<file path="config.mk">
export PLATFORM = sky130hd
export DESIGN_NAME = shop_term_if
export DESIGN_NICKNAME = d
export VERILOG_FILES = /design/src/rtl/shop_term_if.sv
export SDC_FILE = /design/constraint.sdc
export NUM_CORES = 1
export LEC_CHECK = 0
export ABC_CLOCK_PERIOD_IN_PS = 8100
export CORE_ASPECT_RATIO = 1.75
export CORE_MARGIN = 1.5
export CORE_UTILIZATION = 60
export CTS_CLUSTER_DIAMETER = 200
export DETAILED_ROUTE_END_ITERATION = 10
export GPL_ROUTABILITY_DRIVEN = 0
export GPL_TIMING_DRIVEN = 0
export PLACE_DENSITY = 0.95
export RECOVER_POWER = 25
export SETUP_SLACK_MARGIN = 0.02
export SKIP_LAST_GASP = 1
export SLEW_MARGIN = 0
export SYNTH_ARGS = -nofsm -noshare
export SYNTH_HDL_FRONTEND = slang
export SYNTH_SLANG_ARGS = --single-unit
export TNS_END_PERCENT = 5
</file>
<file path="constraint.sdc">
create_clock -name i_clk -period 8.1 [get_ports i_clk]
set_input_delay 1.62 -clock i_clk [delete_from_list [all_inputs] [get_ports i_clk]]
set_output_delay 1.62 -clock i_clk [all_outputs]
set_load 0.02 [all_outputs]
</file>
<file path="src/rtl/shop_term_if.sv">
// shop_term_if: host-side terminal front end for the shop command core.
//
// Turns an ASCII byte stream into right-justified command words for the core.
// After each command it samples the core's response word and sends it back as
// bytes followed by CR LF.
//
// Ports
//   i_clk, i_reset          clock and synchronous active-high reset
//   i_rx_data/valid, o_rx_ready   incoming byte channel (valid/ready)
//   o_tx_data/valid, i_tx_ready   outgoing byte channel (valid/ready)
//   o_a, o_u, o_rdy         command word, numeric value and 1-cycle strobe to the core
//   i_shop_a                core response word
//   o_err                   1-cycle pulse when an over-long token is discarded
module shop_term_if #(
    parameter int         I_A_NUM_ASCII_CHARS = 7,
    parameter int         O_A_NUM_ASCII_CHARS = 9,
    parameter int         I_U_NUM_BITS        = 4,
    parameter int         RESP_WAIT           = 3,
    parameter logic [7:0] TERM_CHAR           = 8'h0D
) (
    input  logic                             i_clk,
    input  logic                             i_reset,
    input  logic [7:0]                       i_rx_data,
    input  logic                             i_rx_valid,
    output logic                             o_rx_ready,
    output logic [7:0]                       o_tx_data,
    output logic                             o_tx_valid,
    input  logic                             i_tx_ready,
    output logic [I_A_NUM_ASCII_CHARS*8-1:0] o_a,
    output logic [I_U_NUM_BITS-1:0]          o_u,
    output logic                             o_rdy,
    input  logic [O_A_NUM_ASCII_CHARS*8-1:0] i_shop_a,
    output logic                             o_err
);
    localparam int AW    = I_A_NUM_ASCII_CHARS * 8;
    localparam int RW    = O_A_NUM_ASCII_CHARS * 8;
    localparam int CW    = $clog2(I_A_NUM_ASCII_CHARS + 1);
    localparam int NW    = $clog2(O_A_NUM_ASCII_CHARS + 1);
    localparam int ACC_W = I_U_NUM_BITS + 4;
    localparam logic [I_U_NUM_BITS-1:0] U_MAX = '1;

    typedef enum logic [2:0] {
        S_COLLECT, S_ISSUE, S_WAIT, S_SEND, S_SEND_CR, S_SEND_LF
    } state_t;

    state_t state, state_nxt;

    logic [AW-1:0]           tok_buf;
    logic [CW-1:0]           tok_cnt;
    logic                    tok_ovf;
    logic [I_U_NUM_BITS-1:0] acc;
    logic                    all_dig;
    logic [3:0]              wait_cnt;
    logic [RW-1:0]           tx_sh;
    logic [NW-1:0]           tx_left;

    // Rx byte classification.
    logic rx_fire, is_lf, is_term, is_dig;
    assign rx_fire = i_rx_valid && (state == S_COLLECT);
    assign is_lf   = (i_rx_data == 8'h0A);
    assign is_term = (i_rx_data == TERM_CHAR);
    assign is_dig  = (i_rx_data >= 8'h30) && (i_rx_data <= 8'h39);

    // Decimal accumulate with saturation; headroom of 4 bits covers acc*10+9.
    logic [ACC_W-1:0]        acc_sum;
    logic [I_U_NUM_BITS-1:0] acc_nxt;
    assign acc_sum = ACC_W'(acc) * ACC_W'(10) + ACC_W'(i_rx_data[3:0]);
    assign acc_nxt = (acc_sum > ACC_W'(U_MAX)) ? U_MAX : acc_sum[I_U_NUM_BITS-1:0];

    // Number of significant response bytes (highest non-zero byte + 1), and the
    // response shifted so the first significant byte sits at the top of the shifter.
    logic [NW-1:0] resp_n;
    logic [RW-1:0] resp_norm;
    always_comb begin
        resp_n = '0;
        for (int i = 0; i < O_A_NUM_ASCII_CHARS; i++)
            if (i_shop_a[i*8 +: 8] != 8'h00) resp_n = NW'(i + 1);
    end
    assign resp_norm = i_shop_a << ((O_A_NUM_ASCII_CHARS - int'(resp_n)) * 8);

    logic wait_done;
    assign wait_done = (wait_cnt == 4'(RESP_WAIT - 1));

    always_ff @(posedge i_clk) begin
        if (i_reset) state <= S_COLLECT;
        else         state <= state_nxt;
    end

    always_comb begin
        state_nxt  = state;
        o_rx_ready = 1'b0;
        o_tx_valid = 1'b0;
        o_tx_data  = 8'h00;
        o_rdy      = 1'b0;
        case (state)
            S_COLLECT: begin
                o_rx_ready = !i_reset;
                if (rx_fire && is_term && !is_lf && tok_cnt != '0 && !tok_ovf)
                    state_nxt = S_ISSUE;
            end
            S_ISSUE: begin
                o_rdy     = 1'b1;
                state_nxt = S_WAIT;
            end
            S_WAIT: begin
                // An all-zero response goes straight to the line terminator.
                if (wait_done) state_nxt = (resp_n == '0) ? S_SEND_CR : S_SEND;
            end
            S_SEND: begin
                o_tx_valid = 1'b1;
                o_tx_data  = tx_sh[RW-1 -: 8];
                if (i_tx_ready && tx_left == NW'(1)) state_nxt = S_SEND_CR;
            end
            S_SEND_CR: begin
                o_tx_valid = 1'b1;
                o_tx_data  = 8'h0D;
                if (i_tx_ready) state_nxt = S_SEND_LF;
            end
            S_SEND_LF: begin
                o_tx_valid = 1'b1;
                o_tx_data  = 8'h0A;
                if (i_tx_ready) state_nxt = S_COLLECT;
            end
            default: state_nxt = S_COLLECT;
        endcase
    end

    always_ff @(posedge i_clk) begin
        if (i_reset) begin
            tok_buf  <= '0;
            tok_cnt  <= '0;
            tok_ovf  <= 1'b0;
            acc      <= '0;
            all_dig  <= 1'b1;
            wait_cnt <= '0;
            tx_sh    <= '0;
            tx_left  <= '0;
            o_a      <= '0;
            o_u      <= '0;
            o_err    <= 1'b0;
        end else begin
            o_err <= 1'b0;
            case (state)
                S_COLLECT: begin
                    if (rx_fire && !is_lf) begin
                        if (is_term) begin
                            if (tok_cnt != '0) begin
                                // Command word is loaded on the terminator edge so it is
                                // already stable during the o_rdy cycle.
                                if (!tok_ovf) begin
                                    o_a <= tok_buf;
                                    o_u <= all_dig ? acc : '0;
                                end
                                o_err   <= tok_ovf;
                                tok_buf <= '0;
                                tok_cnt <= '0;
                                tok_ovf <= 1'b0;
                                acc     <= '0;
                                all_dig <= 1'b1;
                            end
                        end else begin
                            if (tok_cnt < CW'(I_A_NUM_ASCII_CHARS)) begin
                                tok_buf <= {tok_buf[AW-9:0], i_rx_data};
                                tok_cnt <= tok_cnt + 1'b1;
                            end else begin
                                tok_ovf <= 1'b1;
                            end
                            if (!is_dig)      all_dig <= 1'b0;
                            else if (all_dig) acc     <= acc_nxt;
                        end
                    end
                end
                S_ISSUE: wait_cnt <= '0;
                S_WAIT: begin
                    wait_cnt <= wait_cnt + 1'b1;
                    if (wait_done) begin
                        tx_sh   <= resp_norm;
                        tx_left <= resp_n;
                    end
                end
                S_SEND: begin
                    if (i_tx_ready) begin
                        tx_sh   <= tx_sh << 8;
                        tx_left <= tx_left - 1'b1;
                    end
                end
                default: ;
            endcase
        end
    end
endmodule

</file>
==> impl_metrics.yaml, run 1 <==
synthesis:
  mean_cell_area_of_the_mapped_netlist_sq_um: 8.29
  syn-instance-count: 1322
  ys_async_sr_fraction: 0
  yosysSeqAreaShare: 0.382
  synth_top_area_cell: "sky130_fd_sc_hd__dfxtp_1"
  distinct_cells_synth: 88
  synth.most_common_cell: "sky130_fd_sc_hd__dfxtp_1"
  synth_top_area_frac: 0.382
  synth_ff_type: "sky130_fd_sc_hd__dfxtp_1"
  synth.cell_area_sq_um: 11000
  synthesized_net_count: 1422
  synth.ff_latch_count: 209
  yosys_warnings: 0
  most_area_consuming_cells_after_synthesis: "sky130_fd_sc_hd__dfxtp_1, sky130_fd_sc_hd__nand2_1, sky130_fd_sc_hd__a21oi_1"
  count_of_flip_flops_with_a_built_in_enable_after_synthesis: 0
  synthTopCellsByCount: "sky130_fd_sc_hd__dfxtp_1, sky130_fd_sc_hd__nand2_1, sky130_fd_sc_hd__nor2_1, sky130_fd_sc_hd__a21oi_1, sky130_fd_sc_hd__a22oi_1"
die:
  die_width_microns: 105
  floorplan.initialDensity: 0.610
  die_height_microns: 182
  boundaryPins: 156
  num_rows: 65
placed_design:
  place.port_buffers: 154
  pre_cts_ws_ns: 1.39
  total_half_perimeter_wirelength_after_legalization_and_detailed_placement_microns: 32400
  post_dp_cell_area_sq_um: 12800
clock_network:
  cts_root_buf: "sky130_fd_sc_hd__clkbuf_16"
  cts_made_buffers: 18
  h_tree_depth_reported_by_cts: 1
  cts-hold-fix-buffers: 0
  cts_repair_resize_count: 0
  cts-root-to-sink-buffers: 3
  numClockSinks: 209
  cts.repair_timing.setup_buffer_count: 0
global_route:
  grtUsageTotal: 0.504
  grt_max_degree: 18
  first_global_vias: 13000
  grt_first_pass_wirelength_microns: 74100
  total_congestion_overflow: 1
run_status:
  flow.stopped_at: "global routing (5_1_grt)"
  status: "aborted with a tool error"
  firstError: "[ERROR GRT-0116] Global routing finished with congestion. Check the congestion regions in the DRC Viewer."
-- layer usage --
metal / overflow / GRT usage
met3: 0 / 0.273
met1: 0 / 0.461
met4: 0 / 0.515
met5: 0 / 0.0635
met2: 1 / 0.760
-- cell families after synthesis --
kind of cell             count (synthesis)  synth area share
XOR/XNOR                                 5           0.00468
multiplexers                            38            0.0448
buffers and inverters                  125            0.0563
adder cells (fa/ha/maj)                 16            0.0196
AO/OA/AOI/OAI                          442             0.285
flip-flops                             209             0.382
AND/OR/NAND/NOR                        487             0.208
-- per-stage QoR --
stage          instances   util  hold slack (ns)
4_1_cts             1741  0.744            0.456
3_3_place_gp        1710  0.712            0.437
2_1_floorplan       1322      -            0.432
3_5_place_dp        1710  0.712            0.446
==> run 2: changes to the inputs <==
--- a/config.mk
+++ b/config.mk
@@ -6,16 +6,13 @@
 export NUM_CORES = 1
 export LEC_CHECK = 0
 export ABC_CLOCK_PERIOD_IN_PS = 8100
-export CORE_ASPECT_RATIO = 1.75
 export CORE_MARGIN = 1.5
-export CORE_UTILIZATION = 60
-export CTS_CLUSTER_DIAMETER = 200
+export CORE_UTILIZATION = 40
 export DETAILED_ROUTE_END_ITERATION = 10
 export GPL_ROUTABILITY_DRIVEN = 0
 export GPL_TIMING_DRIVEN = 0
-export PLACE_DENSITY = 0.95
+export PLACE_DENSITY_LB_ADDON = 0.15
 export RECOVER_POWER = 25
-export SETUP_SLACK_MARGIN = 0.02
 export SKIP_LAST_GASP = 1
 export SLEW_MARGIN = 0
 export SYNTH_ARGS = -nofsm -noshare
==> impl_metrics.yaml, run 2 <==
setup_path:
  reg2reg_depth: 8
  worst_setup_path_start_kind: "primary input"
  setup.worst_path.end: "tx_sh[63]$_SDFFE_PP0P_"
  worst-path-max-fanout: 10
  end_kind: "flop"
  r2r_setup_slack_ns: 4.87
  worstReg2RegEnd: "tx_sh[64]$_SDFFE_PP0P_"
  critical_path.startpoint: "i_shop_a[61]"
  worst-setup-path-type: "in2reg"
  worst-endpoint-required_ns: 8.51
  worstReg2RegStart: "wait_cnt[1]$_SDFFE_PP0P_"
  critical_path_arrival_ns: 6.73
min_path:
  min_path_type: "reg2reg"
clock_network:
  cts_made_buffers: 23
  clk_pin_slew_ns: 0.06
  cts_root_buf: "sky130_fd_sc_hd__clkbuf_16"
  cts-root-to-sink-buffers: 3
  cts_repair_resize_count: 0
  tritoncts_clock_tree: "yes"
  numClockSinks: 209
  cts-hold-fix-buffers: 0
  h_tree_depth_reported_by_cts: 1
  clkLatencyLatePin_ns: 0.52
  cts.repair_timing.setup_buffer_count: 0
die:
  floorplan.initialDensity: 0.407
  design.die.area_sq_um: 28400
  die_height_microns: 169
  num_rows: 60
  placeableCoreArea_sq_um: 27000
  boundaryPins: 156
  die_width_microns: 169
pwr:
  cellLeakagePower_nw: 4.89
  cellPowerDensity_nw_per_um2: 196
  power.share.clock: 0.400
  power_switching_mw: 0.798
  internal-power_mw: 1.89
  power_mw: 2.68
  switching_fraction: 0.297
  seqPwrFrac: 0.418
  worst_ir_drop_vdd_mv: 0.149
  combinationalPowerShare: 0.182
placed_design:
  total_half_perimeter_wirelength_after_legalization_and_detailed_placement_microns: 32900
  pre_cts_ws_ns: 1.53
  place.port_buffers: 154
synthesis:
  most_area_consuming_cells_after_synthesis: "sky130_fd_sc_hd__dfxtp_1, sky130_fd_sc_hd__nand2_1, sky130_fd_sc_hd__a21oi_1"
  synth.cell_area_sq_um: 11000
  mean_cell_area_of_the_mapped_netlist_sq_um: 8.29
  synth_top_area_cell: "sky130_fd_sc_hd__dfxtp_1"
  synthTopCellsByCount: "sky130_fd_sc_hd__dfxtp_1, sky130_fd_sc_hd__nand2_1, sky130_fd_sc_hd__nor2_1, sky130_fd_sc_hd__a21oi_1, sky130_fd_sc_hd__a22oi_1"
  yosys_warnings: 0
  synth_ff_type: "sky130_fd_sc_hd__dfxtp_1"
  syn-instance-count: 1322
  distinct_cells_synth: 88
  yosysSeqAreaShare: 0.382
  synth.ff_latch_count: 209
  count_of_flip_flops_with_a_built_in_enable_after_synthesis: 0
  synthesized_net_count: 1422
  synth_top_area_frac: 0.382
  ys_async_sr_fraction: 0
  synth.most_common_cell: "sky130_fd_sc_hd__dfxtp_1"
timing:
  fin_tns_setup_ns: 0
  final_hold_viol_count: 0
  postLayoutSetupSlackWorst_ns: 1.78
  fmax_mhz: 158
  setup_repair_after_global_routing_missed_its_margin: "no"
  worst-slew-pin-transition_ns: 1.01
  fin_crit_sh: 0.780
  timing.slew.headroom: 0.327
  finalCriticalPeriod_ns: 6.32
  setup_viol: 0
  final.setup_skew_ns: 0.0239
  slew_viol_final: 0
final_layout:
  regMostFlops: "tx_sh"
  utilization: 0.508
  largest_register_ff_count: 72
  layout.cells.most_common: "sky130_fd_sc_hd__dfxtp_1"
  largestRegisters: "tx_sh (72), o_a (56), tok_buf (56)"
  final_cell_mix: "sky130_fd_sc_hd__dfxtp_1, sky130_fd_sc_hd__nand2_1, sky130_fd_sc_hd__nor2_1, sky130_fd_sc_hd__a21oi_1, sky130_fd_sc_hd__clkdlybuf4s50_1"
  final.fill_count: 2622
  insertedDiodeCount: 0
  areaGrowthSynthToFinish_pct: 25.0
  final_layout_size_suffix_gt1_frac: 0.0883
  nets: 1601
global_route:
  first_global_vias: 11000
  grt_max_degree: 14
  total_congestion_overflow: 0
  grt_first_pass_wirelength_microns: 66300
  grtUsageTotal: 0.301
  antenna_violations_before_repair: 0
detailed_routing:
  wl_microns: 43300
  vias_cell: 6.32
  antenna_violating_nets_post_route: 0
  drt-pass1-iter-count: 7
  via_count: 11700
  drtIter0Drc: 1819
  routed_wire_length_per_instance_microns: 23.3
  detail_route.drc_violations: 0
flow_run:
  timing.max_cap.violations: 0
run_status:
  status: "finished, final reports clean"
-- run 2: layout make-up --
type                    count  area [sq um]  share of cell area
repair buffers            154          1540               0.113
clock buffers              33           673              0.0491
inverters                  14          55.1             0.00402
well taps                 341           427              0.0311
flip-flops and latches    209          4180               0.305
multi-input cells         988          6160               0.449
clock inverters             9          98.8             0.00722
plain buffers             111           562              0.0410
-- run 2: worst min-delay path by stage --
stage	slack, ns	from	cells past startpoint	to
2_1_floorplan	0.43	tok_buf[48]$_SDFFE_PP0P_	2	o_a[48]$_SDFFE_PP0P_
3_3_place_gp	0.44	tok_buf[55]$_SDFFE_PP0P_	2	o_a[55]$_SDFFE_PP0P_
3_5_place_dp	0.45	o_a[16]$_SDFFE_PP0P_	2	o_a[16]$_SDFFE_PP0P_
4_1_cts	0.45	o_a[16]$_SDFFE_PP0P_	2	o_a[16]$_SDFFE_PP0P_
5_1_grt	0.47	o_u[2]$_SDFFE_PP0P_	2	o_u[2]$_SDFFE_PP0P_
6_report	0.45	o_u[0]$_SDFFE_PP0P_	2	o_u[0]$_SDFFE_PP0P_
-- run 2: stage by stage --
step           hold WS [ns]  std cells  cell area (sq um)
2_1_floorplan         0.432       1322              11000
3_3_place_gp          0.437       1817              12900
6_report              0.450       1859              13700
3_5_place_dp          0.447       1817              12900
5_1_grt               0.467       1859              13700
4_1_cts               0.455       1859              13700
-- run 2: metal layers --
metal  vias to the layer above  GRT usage  routed length [microns]
li1                       5271          -                        -
met1                      5557      0.415                    18100
met3                       147     0.0837                     5240
met4                         0      0.104                     1740
met2                       769      0.450                    18300
met5                         -          0                        0
-- run 2: power by group through the flow --
stage	Sequential, mW	Clock, mW	Combinational [mW]
CTS	1.12	1.08	0.476
global route	1.13	1.12	0.524
global placement	1.14	0	0.471
floorplan	1.13	0	0.288
detailed placement	1.14	0	0.473
finish	1.12	1.07	0.490
-- run 2: cell families (layout without fill, tap and decap cells) --
logic type	after synthesis	in the layout	synth area share
and+or+nand+nor	487	487	0.208
xor gates and xnor gates	5	5	0.00468
adders and majority gates	16	16	0.0196
AOI/OAI and AO/OA	442	442	0.285
DFF	209	209	0.382
buffers and inverters	125	321	0.0563
muxes	38	38	0.0448
-- run 2: critical path: stages --
cell and delay (ns):
sky130_fd_sc_hd__clkdlybuf4s50_1 0.49, sky130_fd_sc_hd__nor4_4 0.44, sky130_fd_sc_hd__nand2_1 0.28, sky130_fd_sc_hd__nor2_1 0.80
sky130_fd_sc_hd__o21ai_0 0.46, sky130_fd_sc_hd__ha_1 0.48, sky130_fd_sc_hd__or3_1 0.50, sky130_fd_sc_hd__mux2i_2 0.44
sky130_fd_sc_hd__o21ai_1 0.47, sky130_fd_sc_hd__a21oi_1 0.38, sky130_fd_sc_hd__a211oi_1 0.08, sky130_fd_sc_hd__a311oi_1 0.27
Power figures use the tool's default switching activity.
==> run 3: changes to the inputs <==
--- a/config.mk
+++ b/config.mk
@@ -5,7 +5,7 @@
 export SDC_FILE = /design/constraint.sdc
 export NUM_CORES = 1
 export LEC_CHECK = 0
-export ABC_CLOCK_PERIOD_IN_PS = 8100
+export ABC_CLOCK_PERIOD_IN_PS = 6120
 export CORE_MARGIN = 1.5
 export CORE_UTILIZATION = 40
 export DETAILED_ROUTE_END_ITERATION = 10
==> constraint.sdc (replaced) <==
create_clock -name i_clk -period 6.12 [get_ports i_clk]
set_input_delay 1.224 -clock i_clk [delete_from_list [all_inputs] [get_ports i_clk]]
set_output_delay 1.224 -clock i_clk [all_outputs]
set_load 0.02 [all_outputs]
==> results of run 3 <==
The final DEF is identical to that of run 2. Status: finished, final reports clean.
Among the figures that moved: setup slack after placement 1.53 ns -> -0.0515 ns; setup slack after layout 1.78 ns -> 0.196 ns; register-to-register setup slack 4.87 ns -> 2.89 ns; total power 2.68 mW -> 3.55 mW; worst IR drop on VDD 0.149 mV -> 0.197 mV
==> run 4: changes to the inputs <==
--- a/config.mk
+++ b/config.mk
@@ -6,6 +6,7 @@
 export NUM_CORES = 1
 export LEC_CHECK = 0
 export ABC_CLOCK_PERIOD_IN_PS = 6120
+export CAP_MARGIN = 20
 export CORE_MARGIN = 1.5
 export CORE_UTILIZATION = 40
 export DETAILED_ROUTE_END_ITERATION = 10
==> results of run 4 <==
The final DEF is identical to that of run 2. Status: finished, final reports clean.
Among the figures that moved: setup slack after placement 1.53 ns -> -0.0515 ns; setup slack after layout 1.78 ns -> 0.196 ns; register-to-register setup slack 4.87 ns -> 2.89 ns; total power 2.68 mW -> 3.55 mW; worst IR drop on VDD 0.149 mV -> 0.197 mV
